<file path="src/rtl/axi_rx_pkg.sv">
// Shared widths, checker history payload and LFSR helper for the 8-bit AXI-Stream receiver.
package axi_rx_pkg;

  localparam int unsigned AXIS_DATA_W = 8;
  localparam int unsigned STAT_W      = 16;
  localparam int unsigned LFSR_W      = 8;

  // Taps 8,6,5,4 expressed as a bit mask over lfsr[7:0]
  localparam logic [LFSR_W-1:0] LFSR_TAPS = 8'hB8;

  typedef struct packed {
    logic                   valid;
    logic                   ready;
    logic [AXIS_DATA_W-1:0] data;
  } axis_hist_t;

  function automatic logic [LFSR_W-1:0] lfsr_next(input logic [LFSR_W-1:0] cur);
    return {cur[LFSR_W-2:0], ^(cur & LFSR_TAPS)};
  endfunction

endpackage

</file>
<file path="src/rtl/sync_fifo_fwft.sv">
// Single-clock first-word-fall-through FIFO; head is visible on dout_o whenever not empty.
module sync_fifo_fwft #(
  parameter int unsigned WIDTH = 8,
  parameter int unsigned DEPTH = 4
) (
  input  logic                     clk,
  input  logic                     rst_n,
  input  logic                     push_i,
  input  logic                     pop_i,
  input  logic [WIDTH-1:0]         din_i,
  output logic [WIDTH-1:0]         dout_o,
  output logic                     empty_o,
  output logic                     full_o,
  output logic [$clog2(DEPTH):0]   level_o
);

  localparam int unsigned PTR_W = $clog2(DEPTH);
  localparam int unsigned LVL_W = PTR_W + 1;

  logic [WIDTH-1:0] mem_q [DEPTH];
  logic [PTR_W-1:0] wr_ptr_q, wr_ptr_d;
  logic [PTR_W-1:0] rd_ptr_q, rd_ptr_d;
  logic [LVL_W-1:0] level_q, level_d;
  logic             do_push_c, do_pop_c;

  assign empty_o   = (level_q == LVL_W'(0));
  assign full_o    = (level_q == LVL_W'(DEPTH));
  assign level_o   = level_q;
  assign dout_o    = mem_q[rd_ptr_q];
  assign do_push_c = push_i & ~full_o;
  assign do_pop_c  = pop_i & ~empty_o;

  // Pointers wrap naturally because DEPTH is a power of two
  always_comb begin
    wr_ptr_d = wr_ptr_q;
    rd_ptr_d = rd_ptr_q;
    level_d  = level_q;
    if (do_push_c) wr_ptr_d = wr_ptr_q + PTR_W'(1);
    if (do_pop_c)  rd_ptr_d = rd_ptr_q + PTR_W'(1);
    if (do_push_c && !do_pop_c)      level_d = level_q + LVL_W'(1);
    else if (do_pop_c && !do_push_c) level_d = level_q - LVL_W'(1);
  end

  always_ff @(posedge clk or negedge rst_n) begin
    if (!rst_n) begin
      wr_ptr_q <= '0;
      rd_ptr_q <= '0;
      level_q  <= '0;
    end else begin
      wr_ptr_q <= wr_ptr_d;
      rd_ptr_q <= rd_ptr_d;
      level_q  <= level_d;
    end
  end

  // Storage needs no reset: level gates visibility of stale entries
  always_ff @(posedge clk) begin
    if (do_push_c) mem_q[wr_ptr_q] <= din_i;
  end

endmodule

</file>
<file path="src/rtl/axi_8bit_receiver_sync.sv">
// AXI-Stream byte sink: LFSR-throttled ready, FWFT buffer, statistics and input protocol checker.
module axi_8bit_receiver_sync
  import axi_rx_pkg::*;
#(
  parameter int unsigned        DEPTH         = 4,
  parameter bit                 THROTTLE_EN   = 1'b1,
  parameter logic [LFSR_W-1:0]  THROTTLE_MASK = 8'h03,
  parameter logic [LFSR_W-1:0]  LFSR_SEED     = 8'hA5
) (
  input  logic                    clk,
  input  logic                    rst_n,
  input  logic                    s_axis_valid,
  input  logic [AXIS_DATA_W-1:0]  s_axis_data,
  output logic                    s_axis_ready,
  input  logic                    rd_en,
  output logic [AXIS_DATA_W-1:0]  rd_data,
  output logic                    rd_valid,
  output logic [$clog2(DEPTH):0]  fifo_level,
  output logic [STAT_W-1:0]       byte_count,
  output logic [STAT_W-1:0]       checksum,
  output logic                    protocol_err
);

  localparam logic [LFSR_W-1:0] LFSR_RST = (LFSR_SEED == 8'h00) ? 8'h01 : LFSR_SEED;

  logic [LFSR_W-1:0] lfsr_q, lfsr_d;
  logic [STAT_W-1:0] byte_count_q, byte_count_d;
  logic [STAT_W-1:0] checksum_q, checksum_d;
  logic              err_q, err_d;
  axis_hist_t        hist_q, hist_d;

  logic stall_c, full_c, empty_c, push_c, pop_c, viol_c;

  // Ready is a function of registered state and reset only, never of valid
  assign stall_c      = THROTTLE_EN & ((lfsr_q & THROTTLE_MASK) == 8'h00);
  assign s_axis_ready = rst_n & ~full_c & ~stall_c;
  assign push_c       = s_axis_valid & s_axis_ready;
  assign rd_valid     = ~empty_c;
  assign pop_c        = rd_en & rd_valid;

  assign byte_count   = byte_count_q;
  assign checksum     = checksum_q;
  assign protocol_err = err_q;

  sync_fifo_fwft #(
    .WIDTH (AXIS_DATA_W),
    .DEPTH (DEPTH)
  ) u_fifo (
    .clk     (clk),
    .rst_n   (rst_n),
    .push_i  (push_c),
    .pop_i   (pop_c),
    .din_i   (s_axis_data),
    .dout_o  (rd_data),
    .empty_o (empty_c),
    .full_o  (full_c),
    .level_o (fifo_level)
  );

  // A stalled beat must stay valid with stable data until accepted
  assign viol_c = hist_q.valid & ~hist_q.ready &
                  (~s_axis_valid | (s_axis_data != hist_q.data));

  always_comb begin
    lfsr_d       = lfsr_next(lfsr_q);
    byte_count_d = byte_count_q;
    checksum_d   = checksum_q;
    err_d        = err_q | viol_c;
    hist_d       = '{valid: s_axis_valid, ready: s_axis_ready, data: s_axis_data};
    if (push_c) begin
      byte_count_d = byte_count_q + STAT_W'(1);
      checksum_d   = checksum_q + STAT_W'(s_axis_data);
    end
  end

  always_ff @(posedge clk or negedge rst_n) begin
    if (!rst_n) begin
      lfsr_q       <= LFSR_RST;
      byte_count_q <= '0;
      checksum_q   <= '0;
      err_q        <= 1'b0;
      hist_q       <= '0;
    end else begin
      lfsr_q       <= lfsr_d;
      byte_count_q <= byte_count_d;
      checksum_q   <= checksum_d;
      err_q        <= err_d;
      hist_q       <= hist_d;
    end
  end

endmodule

</file>
<file path="config.mk">
export PLATFORM = sky130hd
export DESIGN_NAME = axi_8bit_receiver_sync
export DESIGN_NICKNAME = d
export VERILOG_FILES = /design/src/rtl/axi_rx_pkg.sv /design/src/rtl/sync_fifo_fwft.sv /design/src/rtl/axi_8bit_receiver_sync.sv
export SDC_FILE = /design/constraint.sdc
export NUM_CORES = 1
export LEC_CHECK = 0
export ABC_AREA = 1
export CAP_MARGIN = 20
export CORE_MARGIN = 1.5
export CORE_UTILIZATION = 50
export CTS_CLUSTER_SIZE = 40
export DETAILED_ROUTE_END_ITERATION = 8
export GPL_ROUTABILITY_DRIVEN = 0
export GPL_TIMING_DRIVEN = 0
export PLACE_DENSITY = 0.8
export SYNTH_ARGS = -nofsm -noshare
export SYNTH_HDL_FRONTEND = slang
export SYNTH_HIERARCHICAL = 1
export SYNTH_SLANG_ARGS = --single-unit
</file>
<file path="constraint.sdc">
create_clock -name clk -period 5.7 [get_ports clk]
set_input_delay 0.57 -clock clk [delete_from_list [all_inputs] [get_ports clk]]
set_output_delay 0.57 -clock clk [all_outputs]
set_load 0.005 [all_outputs]
</file>
Word-level counts from Yosys, hierarchy flattened

Memory sizes are Yosys's and may differ from the RTL's.
Index checks and enable logic that the tools add are counted.

Register bits: 58
RAM bits: 32
Memories kept: 1
Input port bits: 12
Word-level logic and storage cells: 46
Output and inout port bits: 46

Reductions and logical operators: 8
Add/subtract/negate cells: 6
Multiplexer cells: 4
Bitwise logic cells: 15
Equal/unequal tests: 2

Memories:

| memory       | depth | bits a word | read ports | clocked after memory_dff | wr ports | line                 | RTL |
|---|---|---|---|---|---|---|---|
| u_fifo.mem_q | 4     | 8           | 1          | 0                        | 1        | sync_fifo_fwft.sv:20 | `logic [WIDTH-1:0] mem_q [DEPTH];` |

Operators by type and width:

| kind                                             | count |
|---|---|
| adder 16 x 1 -> 16 bit, second input constant    | 1 |
| adder 16 x 8 -> 16 bit                           | 1 |
| AND 1 bit                                        | 8 |
| logical NOT 8 bit                                | 1 |
| != test 8 bit                                    | 1 |
| parity 8 bit                                     | 1 |
| 2-to-1 mux 3 bit                                 | 2 |
| inverter 1 bit                                   | 5 |
| adder 2 x 1 -> 2 bit, second input constant      | 2 |
| adder 3 x 1 -> 3 bit, second input constant      | 1 |
| equality test 3 bit, second input constant       | 1 |
| logical NOT 3 bit                                | 1 |
| subtractor 3 x 1 -> 3 bit, second input constant | 1 |
| logical AND 1 bit                                | 2 |
| logical NOT 1 bit                                | 2 |
| 2-to-1 mux 1 bit                                 | 2 |
| OR 1 bit                                         | 2 |
| nonzero test 2 bit                               | 1 |

Logic depth before layout (Yosys ltp)

Gate-level depths: netlist of run 1.

Word-level depth: 10
Depth in mapped cells: 19
Depth with buffers taken out: 18

Cells and area by module

Netlist of run 1, hierarchy kept.

Modules (own cells, without submodules):

| module                 | instances | cells an instance | area each (sq um) | sequential area each (sq um) |
|---|---|---|---|---|
| axi_8bit_receiver_sync | 1         | 362               | 2811.4            | 1281.2 |
| sync_fifo_fwft         | 1         | 154               | 1734.2            | 1136.1 |

Worst setup path after synthesis of run 1

No wires, ideal clock.

Kind: reg2reg
Start point: register u_fifo.level_q[0] (netlist: u_fifo/level_o[0])
End point: register u_fifo.level_q[2] (netlist: u_fifo/level_o[2])
Setup slack: 3.316 ns
Required time: 5.583 ns
Data arrival time: 2.267 ns
Library setup time: 0.117 ns
Path buffers: 1
Clock period less this slack: 2.384 ns
Stages on the path, launching flop included: 19
Path through: dfrtp_1 > inv_1 > nand3_1 > inv_1 > clkinv_1 > nand2_1 > nor2_2 > nand2_4 > inv_2 > buf_4 > nand2_1 > inv_1 > ha_1 > inv_1 > fa_1 > nand2_1 > nand3_1 > nand2_1 > nand2_1

Longest elaborated chain between the ends: 9
Elaborated cells on any way between the ends: 19
Classes of those cells: add/sub (2); eq/ne (1); mux (2); bitwise (8); reduce/logical (6)

RTL lines:

| what                         | line                         | RTL |
|---|---|---|
| start: declaration           | sync_fifo_fwft.sv:23         | `logic [LVL_W-1:0] level_q, level_d;` |
| start signal: assignment     | sync_fifo_fwft.sv:52         | `level_q <= level_d;` |
| equality test 3 bit *        | sync_fifo_fwft.sv:27         | `assign full_o = (level_q == LVL_W'(DEPTH));` |
| net full_c                   | axi_8bit_receiver_sync.sv:32 | `logic stall_c, full_c, empty_c, push_c, pop_c, viol_c;` |
| inverter 1 bit *             | axi_8bit_receiver_sync.sv:36 | `assign s_axis_ready = rst_n & ~full_c & ~stall_c;` |
| AND 1 bit * (2 in a row)     | axi_8bit_receiver_sync.sv:36 |  |
| net s_axis_ready             | axi_8bit_receiver_sync.sv:14 | `output logic s_axis_ready,` |
| AND 1 bit *                  | axi_8bit_receiver_sync.sv:37 | `assign push_c = s_axis_valid & s_axis_ready;` |
| net push_c                   | axi_8bit_receiver_sync.sv:32 |  |
| AND 1 bit *                  | sync_fifo_fwft.sv:30         | `assign do_push_c = push_i & ~full_o;` |
| net u_fifo.do_push_c         | sync_fifo_fwft.sv:24         | `logic do_push_c, do_pop_c;` |
| logical NOT 1 bit            | sync_fifo_fwft.sv:41         | `else if (do_pop_c && !do_push_c) level_d = level_q - LVL_W'(1);` |
| logical AND 1 bit            | sync_fifo_fwft.sv:41         |  |
| nonzero test 2 bit (no line) | -                            |  |

Mark *: on every way through the listed nets, which the timed path passes. The rest lies on a longest branch. The select of a mux whose other input is x is not followed.
A chain may end at the register's enable or synchronous reset.

Worst setup path in the final report of run 1

Start point: input port rst_n
End point: register u_fifo.level_q[2] (netlist: u_fifo/level_o[2])

Longest elaborated chain between the ends: 7
Elaborated cells on any way between the ends: 9
Classes of those cells: mux (1); bitwise (4); reduce/logical (4)

RTL lines:

| what                         | line                         | RTL |
|---|---|---|
| start: declaration           | axi_8bit_receiver_sync.sv:11 | `input logic rst_n,` |
| AND 1 bit * (2 in a row)     | axi_8bit_receiver_sync.sv:36 |  |
| AND 1 bit *                  | axi_8bit_receiver_sync.sv:37 |  |
| net push_c                   | axi_8bit_receiver_sync.sv:32 |  |
| AND 1 bit *                  | sync_fifo_fwft.sv:30         |  |
| net u_fifo.do_push_c         | sync_fifo_fwft.sv:24         |  |
| logical NOT 1 bit            | sync_fifo_fwft.sv:41         |  |
| logical AND 1 bit            | sync_fifo_fwft.sv:41         |  |
| nonzero test 2 bit (no line) | -                            |  |

Mark *: on every way through the listed nets, which the timed path passes. The rest lies on a longest branch.

==> results of run 1 <==
## power by group
group / internal [W] / switching (W) / total (W)
Sequential: 0.000691 / 0.0000186 / 0.000710
Combinational: 0.000187 / 0.000193 / 0.000380
Clock: 0.000250 / 0.000239 / 0.000488
## stage by stage
| stage | util, % | cells | cell area (um2) | total power, W | hold slack [ns] |
|---|---|---|---|---|---|
| after floorplan | - | 516 | 4550 | 0.000930 | 0.274 |
| after global placement | 59.9 | 681 | 5250 | 0.00109 | 0.338 |
| after detailed placement | 60.1 | 682 | 5270 | 0.00110 | 0.344 |
| after CTS | 62.6 | 698 | 5490 | 0.00159 | 0.259 |
| after global routing | 62.6 | 698 | 5490 | 0.00166 | 0.304 |
| final | 62.6 | 698 | 5490 | 0.00158 | 0.251 |
## layout by cell type (no fill, tap or decap), types with 2 or more instances in the layout
cell type and count:
nor2_4 3, dfstp_2 4, o211ai_1 16, nand2_1 170, ha_1 14, xor2_1 8
xnor2_1 10, a21oi_1 3, nor2_1 36, clkbuf_8 10, buf_6 5, inv_2 3
bufinv_16 2, edfxtp_1 32, nor3_1 2, nor2_2 2, nand3b_1 3, o21ai_1 2
fa_1 2, buf_4 2, nand2_2 3, clkdlybuf4s50_1 56, nand4_1 7, nand3_1 36
clkinvlp_4 3, dfrtp_1 54, inv_1 79, o21ai_0 13, inv_6 2
## routing by layer
layer / part of all wire [%] / vias up / wire [um]
met5: 0 / - / 0
met4: 1.4 / 0 / 127
met3: 4.7 / 12 / 442
met2: 49 / 81 / 4620
met1: 44 / 1727 / 4160
li1: - / 1770 / -
## registers in the layout, summed over array words and instances, names as in the netlist
register / count
byte_count: 16
checksum: 16
hist_q: 10
lfsr_q: 8
protocol_err: 1
u_fifo/level_o: 3
u_fifo/mem_q: 32
u_fifo/rd_ptr_q: 2
u_fifo/wr_ptr_q: 2
## cells in the mapped netlist, types with 4 or more instances
| library cell | number | area share (%) |
|---|---|---|
| nand2_1 | 170 | 14 |
| xnor2_1 | 10 | 1.9 |
| ha_1 | 14 | 3.9 |
| edfxtp_1 | 32 | 21 |
| xor2_1 | 8 | 1.5 |
| dfrtp_1 | 54 | 30 |
| nor2_1 | 36 | 3.0 |
| nand4_1 | 7 | 0.96 |
| buf_6 | 5 | 1.2 |
| dfstp_2 | 4 | 2.3 |
| o21ai_0 | 13 | 1.4 |
| o211ai_1 | 16 | 2.6 |
| inv_1 | 79 | 6.5 |
| nand3_1 | 36 | 4.0 |
## cells by family after synthesis
logic type,count (synthesis),synth area share (%)
compound gates,36,4.98
xor+xnor,18,3.47
fa+ha+maj,16,4.73
buf+inv,91,8.73
flops,90,53.2
simple gates,265,24.9
## area by class of cell
class	instances	area [um2]	area share, %
repair buffers	58	586	10.7
multi-input cells	335	1730	31.5
plain buffers	8	85.1	1.55
inverters	83	312	5.67
flip-flops and latches	90	2420	44.0
clock inverters	7	100	1.82
clock buffers	9	124	2.26
well taps	108	135	2.46
## worst reg2reg max path, stage by stage (launching register included)
cell and delay, ns:
dfrtp_1 0.44, inv_1 0.09, nand3_1 0.15, inv_1 0.07, clkinv_1 0.04, nand2_1 0.05
nor2_2 0.17, nand2_4 0.13, inv_2 0.11, buf_4 0.20, nand2_1 0.18, inv_1 0.10
ha_1 0.16, inv_1 0.07, fa_1 0.38, nand2_1 0.10, nand3_1 0.08, nand2_1 0.06
nand2_1 0.05
## final timing paths
| check | startpoint | to | slack (ns) | cells after the start |
|---|---|---|---|---|
| min in group clk | lfsr_q[6] | lfsr_q[7] | 0.37 | 0 |
| setup reg to reg | u_fifo/level_o[0] | u_fifo/level_o[2] | 2.97 | 18 |
| hold reg to reg | lfsr_q[6] | lfsr_q[7] | 0.37 | 0 |
| max in group asynchronous | rst_n | lfsr_q[7] | 4.77 | 2 |
| setup / recovery | rst_n | u_fifo/level_o[2] | 2.65 | 16 |
| hold / removal | rst_n | checksum[13] | 0.25 | 1 |
==> impl_metrics.csv, run 1 <==
group,metric,value,unit
sta,hold_viol,0,
worst_setup_path,critical_path_arrival,3.31,ns
synthesis,syn_area,4550,um2
worst_setup_path,crit_family,"buffers and inverters",
synthesis,synth_flop_cell,"dfrtp_1",
worst_setup_path,cpMaxStageDelayCell,"buf_2",
drt,vias_per_cell,5.14,
synthesis,synth_cells,516,
drt,vias,3590,
clock_tree,cts_max_level,3,
global_routing,grtUsageMet2,34.2,%
worst_setup_path,worstPathMaxFanout,31,
final_layout,drive_above_1_share,7.63,%
place,dpl_worst_slack,2.20,ns
sta,final-setup-viol-count,0,
die,die_width,98.3,um
flow_run,max_cap_violations,0,
drt,drc,0,
synthesis,ys_warn_count,6,
die,coreArea,8760,um2
clock_tree,clk_latency,0.36,ns
sta,drv_slew,0,
outcome,status,"completed",
pwr,leakagePower,2.61,nW
die,start_util,51.9,%
final_layout,area_delta_synth_final,20.8,%
synthesis,synth_enable_flop_cells,32,
clock_tree,root_buffer,"clkbuf_8",
place,dp_hpwl,6750,um
sta,worstMarginPinSlew,0.834,ns
die,placementRows,34,
drt,wl,9350,um
sta,setup_ws,2.65,ns
pwr,power.density,287,nW/um2
sta,relSlewSlack,44.2,%
synthesis,yosysSeqAreaShare,53.2,%
pwr,peakVddDrop,0.000150,V
worst_setup_path,slowest_delay,0.56,ns
drt,antenna_left,0,
global_routing,grt_pass1_wl,15700,um
synthesis,synth.distinct_cells,31,
die,boundaryPins,58,
sta,post-route-min-period,3.05,ns
drt,wire_per_inst,13.4,um
clock_tree,cts_setup_buffers,0,
sta,rsz0062_at_grt,"no",
global_routing,met1_usage,25.2,%
sta,fmax,328,MHz
clock_tree,numClockSinks,90,
die,die_height,98.3,um
die,die_area,9670,um2
final_layout,n_fill_cell,728,
synthesis,syn_area_per_cell,8.81,um2
global_routing,busiest_layer,"met2",
sta,skew,0.0117,ns
global_routing,grt-ovfl-total,0,
clock_tree,clock_path_buffers,2,
worst_setup_path,crit_chain,"buf_2 > buf_12 > nand2_1 > nor2_2 > nand2_4 > inv_2 > buf_4 > nand2_1 > inv_1 > ha_1 > inv_1 > fa_1 > nand2_1 > nand3_1 > nand2_1 > nand2_1",
place,portBuffers,57,
final_layout,final_nets,613,
clock_tree,cts_buffers,9,
synthesis,syn_nets,544,
drt,drt_first_pass_iters,5,
worst_setup_path,worst-setup-path-type,"primary input to register",
global_routing,met3_usage,4.65,%
clock_tree,ctsHoldBuffers,0,
clock_tree,path_clk_slew,0.09,ns
global_routing,antenna_found_initial,0,
global_routing,grt_pass1_vias,3505,
worst_setup_path,cp_common_cell,"nand2_1",
worst_setup_path,critPathLaunchType,"primary input",
worst_setup_path,critical_path_buf_inv_count,6,
synthesis,synth-seq-cells,90,
global_routing,grt_max_degree,32,
worst_hold_path,hp-class,"primary input to asynchronous set/reset pin",
clock_tree,cts_tree,"yes",
drt,drtIter0Drc,112,
synthesis,async_flop_share,64.4,%
worst_setup_path,required,5.96,ns
sta,fin_tns_setup,0,ns
global_routing,track_usage,20.2,%
worst_setup_path,end_kind,"register",
final_layout,insertedDiodeCount,0,
clock_tree,cts-resized-gates,0,
sta,post-route-period-util,53.5,%
Power figures use the tool's default switching activity.
==> run 2, diff against run 1 <==
PLACE_DENSITY = 0.83   (was 0.8)
clock period = 2.5 ns   (was 5.7 ns; I/O delays follow)
==> impl_metrics.csv, run 2 (same netlist as run 1, synthesis figures left out) <==
group,metric,value,unit
outcome,status,"completed",
drt,wl,9760,um
global_routing,grt_pass1_vias,3548,
clock_tree,numClockSinks,90,
clock_tree,cts_max_level,3,
clock_tree,clock_path_buffers,2,
worst_setup_path,r2r_slack,0.15,ns
global_routing,grt_pass1_wl,16300,um
sta,fin_tns_setup,0,ns
worst_hold_path,hp-class,"primary input to register",
place,dp_cells,682,
final_layout,layout_commonest_cell,"nand2_1",
clock_tree,clk_latency,0.37,ns
drt,drt_first_pass_iters,5,
worst_setup_path,required,2.76,ns
drt,vias,3640,
die,start_util,51.9,%
drt,drc,0,
final_layout,final_cells,709,
sta,drv_slew,0,
final_layout,drive_above_1_share,9.98,%
global_routing,grt_max_degree,37,
flow_run,max_cap_violations,0,
worst_hold_path,hold_start,"rst_n",
final_layout,area_delta_synth_final,23.8,%
pwr,leakagePower,2.67,nW
drt,vias_per_cell,5.13,
die,boundaryPins,58,
global_routing,track_usage,21.2,%
clock_tree,cts_buffers,9,
place,dp_hpwl,6790,um
worst_setup_path,worstReg2RegEnd,"u_fifo/level_o[2]",
die,die_width,98.3,um
worst_setup_path,worstReg2RegStart,"u_fifo/level_o[2]",
final_layout,postLayoutCellArea,5630,um2
global_routing,antenna_found_initial,0,
pwr,power.density,655,nW/um2
worst_setup_path,r2r_cells,17,
worst_setup_path,worst-setup-path-type,"register to register",
worst_hold_path,min_to,"hist_q[8]",
sta,relSlewSlack,46.6,%
drt,antenna_left,0,
die,placementRows,34,
sta,hold_viol,0,
clock_tree,root_buffer,"clkbuf_8",
worst_setup_path,critPathLaunchType,"register",
global_routing,grt-ovfl-total,0,
sta,post-route-min-period,2.35,ns
final_layout,n_fill_cell,692,
die,die_height,98.3,um
pwr,total_power,0.00369,W
pwr,peakVddDrop,0.000337,V
sta,worstMarginPinSlew,0.797,ns
worst_setup_path,end_kind,"register",
sta,skew,0.0143,ns
place,dpl_cell_area,5270,um2
worst_hold_path,min_path_cells,4,
worst_setup_path,critical_path_arrival,2.61,ns
final_layout,largest_register_ffs,32,
sta,post-route-period-util,94.0,%
place,portBuffers,57,
final_layout,regMostFlops,"u_fifo/mem_q",
sta,final-setup-viol-count,0,
die,coreArea,8760,um2
final_layout,finish.utilization,64.2,%
clock_tree,path_clk_slew,0.10,ns
die,die_area,9670,um2
drt,wire_per_inst,13.8,um
final_layout,most-common-layout-cells,"nand2_1 (168), inv_1 (77), clkdlybuf4s50_1 (56)",
final_layout,insertedDiodeCount,0,
final_layout,final_nets,624,
clock_tree,cts_tree,"yes",
drt,drtIter0Drc,188,
sta,fmax,426,MHz
worst_setup_path,worstPathMaxFanout,12,
[run 2: critical path, stage by stage, from the launching register on]
cell and delay (ns):
dfrtp_1 0.44, nand3_4 0.13, inv_1 0.05, clkinv_1 0.04, nand2_1 0.07, nor2_4 0.15, nand2_4 0.09, inv_4 0.09
buf_8 0.15, nand2_4 0.08, inv_1 0.07, ha_1 0.16, inv_1 0.08, fa_2 0.35, nand2_2 0.09, nand3_1 0.07
nand2_1 0.06, nand2_1 0.07
[run 2: repair_timing]
item,CTS,global route
pin swaps,0,1
buffers inserted,3,5
endpoints found under the setup margin,34,10
hold endpoints to repair,18,0
gates resized for setup,4,8
hold buffers,3,0
[run 2: cell type report]
type,instances,area [um2],share of cell area [%]
clock buffers,9,124,2.20
clock inverters,7,98.8,1.76
multi-input cells,335,1760,31.3
plain buffers,8,92.6,1.64
inverters,83,314,5.58
well taps,108,135,2.40
flip-flops and latches,90,2420,42.9
repair buffers,69,686,12.2
[run 2: worst max path at each step]
| stage | startpoint | to | cells past startpoint |
|---|---|---|---|
| final | u_fifo/level_o[2] | u_fifo/level_o[2] | 17 |
| after global routing | u_fifo/level_o[2] | u_fifo/level_o[2] | 17 |
| after CTS | u_fifo/level_o[1] | u_fifo/level_o[2] | 18 |
| after detailed placement | rst_n | u_fifo/level_o[2] | 16 |
| after global placement | rst_n | u_fifo/level_o[2] | 15 |
| after floorplan | u_fifo/level_o[0] | u_fifo/level_o[2] | 18 |
[run 2: stage by stage]
step | setup WS (ns) | hold WS (ns)
3_3_place_gp | -2.31 | 0.336
6_report | 0.150 | 0.336
3_5_place_dp | -0.537 | 0.220
5_1_grt | -0.00190 | 0.350
2_1_floorplan | 0.116 | -0.0456
4_1_cts | 0.0179 | 0.315
[run 2: layer usage]
layer / global-route usage (%) / share of wire, %
met1: 27.1 / 43
met4: 8.34 / 2.5
met3: 3.72 / 4.6
met2: 36.1 / 50
met5: 0 / 0
[run 2: where the power goes]
group	internal (W)	switching, W
Combinational	0.000483	0.000484
Sequential	0.00158	0.0000344
Clock	0.000569	0.000543
